==> src/rtl/kf8259_acknowledge_sequencer.sv <==
// rtl/kf8259_acknowledge_sequencer.sv - 8259 INTA sequencer: INT, ISR, rotation pointer, EOI, vector drive
// Optional poll command support under `KF8259_POLL_COMMAND_EN.
module kf8259_acknowledge_sequencer #(
    parameter int         SYNC_STAGES  = 2,
    parameter logic [2:0] ROTATE_RESET = 3'b111
) (
    input  logic       clock,
    input  logic       reset,
    input  logic [7:0] interrupt,
    input  logic       interrupt_acknowledge_n,
    input  logic [4:0] interrupt_vector_base,
    input  logic       auto_eoi_config,
    input  logic       auto_rotate_mode,
    input  logic       ocw2_strobe,
    input  logic [2:0] ocw2_command,
    input  logic [2:0] ocw2_level,
`ifdef KF8259_POLL_COMMAND_EN
    input  logic       poll_read,
    input  logic       poll_mode,
`endif
    output logic       interrupt_to_cpu,
    output logic [7:0] clear_interrupt_request,
    output logic [7:0] in_service_register,
    output logic [7:0] highest_level_in_service,
    output logic [2:0] priority_rotate,
    output logic       out_control_logic_data,
    output logic [7:0] control_logic_data
);

    typedef enum logic [2:0] {IDLE, REQUEST, ACK1, GAP, ACK2} state_t;

    state_t                 r_state, w_state_next;
    logic                   r_int, w_int_next;
    logic [7:0]             r_isr, w_isr_next;
    logic [2:0]             r_rotate, w_rotate_next;
    logic [2:0]             r_ack_level, w_ack_level_next;
    logic                   r_spurious, w_spurious_next;
    logic [7:0]             r_clear, w_clear_next;
    logic [SYNC_STAGES-1:0] r_sync;
    logic                   r_inta_prev;

    logic       w_inta_sync, w_fall, w_rise;
    logic [7:0] w_highest;
    logic [2:0] w_req_level;
    logic [7:0] w_req_onehot;
    logic       w_req_valid;
    logic       w_out_data;
    logic [7:0] w_data;

    function automatic logic [2:0] encode(input logic [7:0] v);
        logic [2:0] lvl;
        lvl = 3'd0;
        for (int i = 0; i < 8; i++) begin
            if (v[i]) lvl = 3'(i);
        end
        return lvl;
    endfunction

    assign w_inta_sync  = r_sync[SYNC_STAGES-1];
    assign w_fall       = r_inta_prev & ~w_inta_sync;
    assign w_rise       = ~r_inta_prev & w_inta_sync;
    assign w_req_valid  = |interrupt;
    assign w_req_level  = encode(interrupt);
    assign w_req_onehot = 8'b1 << w_req_level;

    // Scan downward so the last hit is the level just above priority_rotate.
    always_comb begin
        w_highest = 8'h00;
        for (int i = 7; i >= 0; i--) begin
            if (r_isr[r_rotate + 3'(i) + 3'd1]) w_highest = 8'b1 << (r_rotate + 3'(i) + 3'd1);
        end
    end

    always_comb begin
        w_state_next     = r_state;
        w_int_next       = r_int;
        w_isr_next       = r_isr;
        w_rotate_next    = r_rotate;
        w_ack_level_next = r_ack_level;
        w_spurious_next  = r_spurious;
        w_clear_next     = 8'h00;
        w_out_data       = 1'b0;
        w_data           = 8'h00;

        // EOI clears land before any acknowledge set in the same cycle.
        if (ocw2_strobe) begin
            case (ocw2_command)
                3'b001: w_isr_next = w_isr_next & ~w_highest;
                3'b011: w_isr_next = w_isr_next & ~(8'b1 << ocw2_level);
                3'b101: begin
                    if (|r_isr) begin
                        w_isr_next    = w_isr_next & ~w_highest;
                        w_rotate_next = encode(w_highest);
                    end
                end
                3'b111: begin
                    w_isr_next    = w_isr_next & ~(8'b1 << ocw2_level);
                    w_rotate_next = ocw2_level;
                end
                3'b110:  w_rotate_next = ocw2_level;
                default: ;
            endcase
        end

        case (r_state)
            IDLE: begin
                if (w_req_valid) begin
                    w_state_next = REQUEST;
                    w_int_next   = 1'b1;
                end
            end
            REQUEST: begin
                if (w_fall) begin
                    w_state_next     = ACK1;
                    w_int_next       = 1'b0;
                    w_spurious_next  = ~w_req_valid;
                    w_ack_level_next = w_req_valid ? w_req_level : 3'd7;
                    if (w_req_valid) begin
                        w_isr_next   = w_isr_next | w_req_onehot;
                        w_clear_next = w_req_onehot;
                    end
                end
            end
            ACK1: if (w_rise) w_state_next = GAP;
            GAP:  if (w_fall) w_state_next = ACK2;
            ACK2: begin
                w_out_data = ~w_inta_sync;
                w_data     = w_inta_sync ? 8'h00 : {interrupt_vector_base, r_ack_level};
                if (w_rise) begin
                    w_state_next = IDLE;
                    if (auto_eoi_config && !r_spurious) begin
                        w_isr_next = w_isr_next & ~(8'b1 << r_ack_level);
                        if (auto_rotate_mode) w_rotate_next = r_ack_level;
                    end
                end
            end
            default: w_state_next = IDLE;
        endcase

`ifdef KF8259_POLL_COMMAND_EN
        if (poll_mode && poll_read && (r_state == IDLE || r_state == REQUEST)) begin
            w_out_data   = 1'b1;
            w_data       = {w_req_valid, 4'b0000, w_req_level};
            w_int_next   = 1'b0;
            w_state_next = IDLE;
            w_clear_next = 8'h00;
            if (w_req_valid) begin
                w_isr_next   = w_isr_next | w_req_onehot;
                w_clear_next = w_req_onehot;
            end
        end
`endif
    end

    always_ff @(posedge clock) begin
        if (!reset) begin
            r_state     <= IDLE;
            r_int       <= 1'b0;
            r_isr       <= 8'h00;
            r_rotate    <= ROTATE_RESET;
            r_ack_level <= 3'd0;
            r_spurious  <= 1'b0;
            r_clear     <= 8'h00;
            r_sync      <= '1;
            r_inta_prev <= 1'b1;
        end else begin
            r_state     <= w_state_next;
            r_int       <= w_int_next;
            r_isr       <= w_isr_next;
            r_rotate    <= w_rotate_next;
            r_ack_level <= w_ack_level_next;
            r_spurious  <= w_spurious_next;
            r_clear     <= w_clear_next;
            r_sync[0]   <= interrupt_acknowledge_n;
            for (int i = 1; i < SYNC_STAGES; i++) r_sync[i] <= r_sync[i-1];
            r_inta_prev <= w_inta_sync;
        end
    end

    assign interrupt_to_cpu         = r_int;
    assign clear_interrupt_request  = r_clear;
    assign in_service_register      = r_isr;
    assign highest_level_in_service = w_highest;
    assign priority_rotate          = r_rotate;
    assign out_control_logic_data   = w_out_data;
    assign control_logic_data       = w_data;

endmodule

==> config.mk <==
export PLATFORM = sky130hd
export DESIGN_NAME = kf8259_acknowledge_sequencer
export DESIGN_NICKNAME = d
export VERILOG_FILES = /design/src/rtl/kf8259_acknowledge_sequencer.sv
export SDC_FILE = /design/constraint.sdc
export NUM_CORES = 1
export LEC_CHECK = 0
export ABC_CLOCK_PERIOD_IN_PS = 4310
export CAP_MARGIN = 20
export CORE_ASPECT_RATIO = 1.1
export CORE_MARGIN = 2
export CORE_UTILIZATION = 40
export DETAILED_ROUTE_END_ITERATION = 10
export DONT_BUFFER_PORTS = 1
export RECOVER_POWER = 25
export SLEW_MARGIN = 15
export SYNTH_ARGS = -nofsm -noshare
export SYNTH_HDL_FRONTEND = slang
export SYNTH_SLANG_ARGS = --single-unit
export TNS_END_PERCENT = 1
==> constraint.sdc <==
create_clock -name clock -period 4.31 [get_ports clock]
set_input_delay 1.0775 -clock clock [delete_from_list [all_inputs] [get_ports clock]]
set_output_delay 1.0775 -clock clock [all_outputs]
set_load 0.01 [all_outputs]
==> Yosys cells after proc, flatten, opt, wreduce, memory -nomap -nowiden <==
Cells that the tools add are included.
{ "totals": {"register_bits": 30, "inputBits": 25} }
{ "classes": {"n_addsub": 14, "n_lt_le_gt_ge": 8, "n_eq_ne": 14, "shifts": 11, "muxes": 66, "n_bitwise": 12, "n_reduce_logical": 12} }
{ "op_table": {"columns": ["cell", "n"], "rows": [
  ["$mux W8", 16],
  ["$shl A1 B3 Y8 const A", 11],
  ["$mux W3", 24],
  ["$lt A3 B4 Y1 const B", 8],
  ["$add A3 B1 Y3 const B", 8],
  ["$and A8 B8 Y8", 3],
  ["$bmux W1 S3", 8],
  ["$not A8 Y8", 3],
  ["$pmux W8 S3", 1],
  ["$pmux W8 S2", 1],
  ["$reduce_or A8 Y1", 2],
  ["$pmux W3 S5", 1],
  ["$mux W1", 13],
  ["$add A3 B3 Y3 const B", 4],
  ["$eq A3 B3 Y1 const B", 4],
  ["$ne A2 B2 Y1 const B", 5],
  ["$eq A3 B2 Y1 const B", 3],
  ["$or A8 B8 Y8", 1],
  ["$add A3 B2 Y3 const B", 2],
  ["$eq A3 B1 Y1 const B", 2],
  ["$pmux W3 S2", 1],
  ["$reduce_and A5 Y1", 1],
  ["$reduce_and A4 Y1", 1],
  ["$reduce_or A2 Y1", 2],
  ["9 further kinds", 12]
]} }

==> Longest topological paths before layout <==
{ "logic_depth": {"ltp_word": 26, "ltp_mapped": 15, "depth_no_buf": 11} }

==> Least setup slack after synthesis <==
OpenSTA, ideal clock, no wires.
{ "synth_timing": {"kind": "flip-flop to output port", "startpoint": "register r_rotate[1], in the netlist priority_rotate[1]", "endpoint": "output highest_level_in_service[3]", "t_arrival_ns": 2.878, "required_time_ns": 3.233, "path_slack_ns": 0.355, "path_stages_with_launch": 10, "cell_sequence": "dfxtp_1 clkbuf_1 inv_1 ha_1 mux4_2 mux2_2 a2111oi_2 o221a_2 o21ai_1 nand2_1"} }
{ "synth_between": {"elab_chain_len": 12, "word_cells_on_any_way": 46, "classes_between": "add/sub (14); shift (8); mux (24)"} }
{ "synth_lines": {"columns": ["item", "line", "text"], "rows": [
  ["start, declared", "35", "logic [2:0] r_rotate, w_rotate_next;"],
  ["start signal, assigned", "170", "r_rotate <= w_rotate_next;"],
  ["$add A3 B3 Y3", "70", "if (r_isr[r_rotate + 3'(i) + 3'd1]) w_highest = 8'b1 << (r_rotate + 3'(i) + 3'd1);"],
  ["$add A3 B1 Y3", "70", null],
  ["$bmux W1 S3", "70", null],
  ["$mux W1 (implied by the code)", "70", null],
  ["$mux W8 (7 in a row)", "70", null],
  ["$mux W8 *", "70", null],
  ["end, declared", "24", "output logic [7:0] highest_level_in_service,"]
]} }
Every way passes the cells marked *; elsewhere a longest branch is shown, timed or not. The select of a mux whose other input is x is not followed.

==> Worst setup path in the final report <==
{ "layout_timing": {"startpoint": "register r_rotate[0], in the netlist priority_rotate[0]", "endpoint": "output highest_level_in_service[3]"} }
The elaborated chain is that of the path after synthesis.

==> qor.yml <==
grt_pass1_wl_mm: 17.6
diodes: 0
clockBufferDepth: 2
r2r-end: "priority_rotate[0]"
yosys_warnings: 0
core_area_um2: 7910
grt_max_degree: 30
ant_nets: 0
nNetsFinal: 453
ys_ff_latch: 30
die-area_um2: 8850
clockRootBuffer: "clkbuf_8"
avgSynthCellArea_um2: 7.58
holdWs_ps: 412
drc: 0
worstSetupStartpointType: "register"
hold_viol_final: 0
netlist_instances: 428
p_leak_nw: 1.30
cts_tree: "done"
slew_violations: 0
gp_congestion: 1.01
synthArstFlopShare_pct: 0
status: "finished, final reports clean"
cts_setup_buffers: 0
synth_top_area_cell: "dfxtp_1"
cp_max_fo: 8
ir_drop_mv: 0.210
setup_violations: 0
cts_hold_buf: 0
endpoint: "highest_level_in_service[3]"
syn_nets: 461
tightest_slew_ps: 573
synth_most_common_cell: "nand2_1"
rsz0062_at_grt: "no"
drive_gt1_share_pct: 15.2
ys_top_cells_by_area: "dfxtp_1, mux4_2, nand2_1"
syn-cell-area_um2: 3240
slew_headroom_pct: 61.5
dp_cells: 521
pin_count: 62
drt_wl_total_mm: 11.0
synth_edf_count: 0
seq_area_frac_synth_pct: 18.5
start_util_pct: 41.0
finClkSkew_ps: 6.75
grt_usage_pct: 24.8
utilization_pct: 44.2
synth-main-ff-cell: "dfxtp_1"
antenna_found_initial: 0
tritoncts.num_buffers: 5
r2r_start: "priority_rotate[1]"
cp.required_ps: 3230
cap_violations: 0
portBuffers: 0
clkSinkCount: 30
ff2ff_path_depth: 12
synthTopCellsByCount: "nand2_1, nor2_1, dfxtp_1"
max_freq_ghz: 0.241
finalWorstSetupSlack_ps: 157
synth_top_area_share_pct: 18.5
syn2layout_area_growth_pct: 7.83
drtIter0Drc: 289
power_density_nw_per_um2: 237
highest_layer: "met4"
die_x_um: 89.9
routed_via_density: 6.58
cp.arrival_ps: 3080
netlist-cell-type-count: 75
wl_met1_mm: 4.47
grt_pass1_vias: 3361
rrSetupSlack_ps: 900
wl_per_cell_um: 20.7
min_path_type: "register to register"
cts_max_level: 2
crit_start: "priority_rotate[0]"
wl_met3_um: 727
period_minus_slack_ps: 4150
path_class: "register to primary output"
vias: 3483
clk_latency_ps: 290
setup_tns_ps: 0
clkTransAtPathRegs_ps: 70
hpwl_mm: 8.39
met2_length_mm: 5.23
chipHeight_um: 98.5
cts_resized: 0
row_count: 34
dp_slack_ps: 357
first_pass_iters: 5
grt_overflow_total: 0
worstSetupEndpointType: "primary output"
finalCritPeriodShare_pct: 96.4
final_cells: 529
-- worst min-delay path by stage --
| stage | from | to | slack, ps | cells past startpoint |
|---|---|---|---|---|
| final | r_sync[0] | r_sync[1] | 410 | 1 |
| after global routing | r_sync[0] | r_sync[1] | 430 | 1 |
| after CTS | r_sync[0] | r_sync[1] | 410 | 1 |
| after detailed placement | r_sync[0] | r_sync[1] | 390 | 1 |
| after global placement | r_sync[0] | r_sync[1] | 390 | 1 |
| after floorplan | r_sync[0] | r_sync[1] | 390 | 1 |
-- worst max-delay path: stages (launching register included) --
cell and delay (ps):
dfxtp_2 400, inv_1 100, ha_1 400, mux4_2 640, mux2_2 360, a2111oi_2 360
o221a_2 240, o21ai_1 100, nand2_1 180
-- cell usage in the layout, fill, tap and decap left out, types with 6 or more instances in the layout --
master	netlist	layout
mux2_2	9	9
nand2_1	47	47
nand3b_1	8	8
mux4_2	8	9
o21ai_0	25	25
a32oi_1	6	6
inv_1	13	13
nand4_1	6	6
buf_4	0	12
o31ai_1	7	7
a31oi_1	12	12
nand3_1	20	20
dfxtp_1	30	29
and2_1	21	20
a21oi_1	25	25
nand2b_1	12	12
clkbuf_8	0	6
ha_1	8	8
mux2i_1	6	6
nor2_1	32	32
-- metal layers --
metal	vias to the layer above	track usage, %
met3	38	3.36
met1	1656	31.0
met4	0	14.3
met2	179	41.4
met5	-	0
li1	1610	-
-- kinds of logic after synthesis --
group	share of synthesized area (%)
buffers and inverters	5.59
muxes	12.7
and+or+nand+nor	29.0
adders and majority gates	3.09
AOI/OAI and AO/OA	29.8
xor gates and xnor gates	1.31
DFF	18.5
-- area by class of cell --
class | instances | area (um2)
clock buffer | 6 | 82.6
clock inverter | 2 | 60.1
fill | 831 | 4410
inverter | 15 | 56.3
multi-input combinational | 355 | 2470
sequential | 30 | 602
tap | 108 | 135
timing repair buffer | 13 | 93.8
-- stage by stage --
| stage | total power, mW | instance area, um2 |
|---|---|---|
| after CTS | 0.829 | 3500 |
| after floorplan | 0.428 | 3240 |
| after global placement | 0.469 | 3360 |
| after global routing | 0.862 | 3500 |
| final | 0.829 | 3500 |
| after detailed placement | 0.469 | 3360 |
-- power by group --
group | internal [mW] | switching [mW]
clock | 0.247 | 0.114
combinational | 0.0669 | 0.105
sequential | 0.285 | 0.0116
total | 0.598 | 0.231
-- state kept, by name, summed over array words and instances, names as in the netlist --
name                     cells
clear_interrupt_request      8
in_service_register          8
interrupt_to_cpu             1
priority_rotate              3
r_ack_level                  3
r_inta_prev                  1
r_spurious                   1
r_state                      3
r_sync                       2
Power figures use the tool's default switching activity.
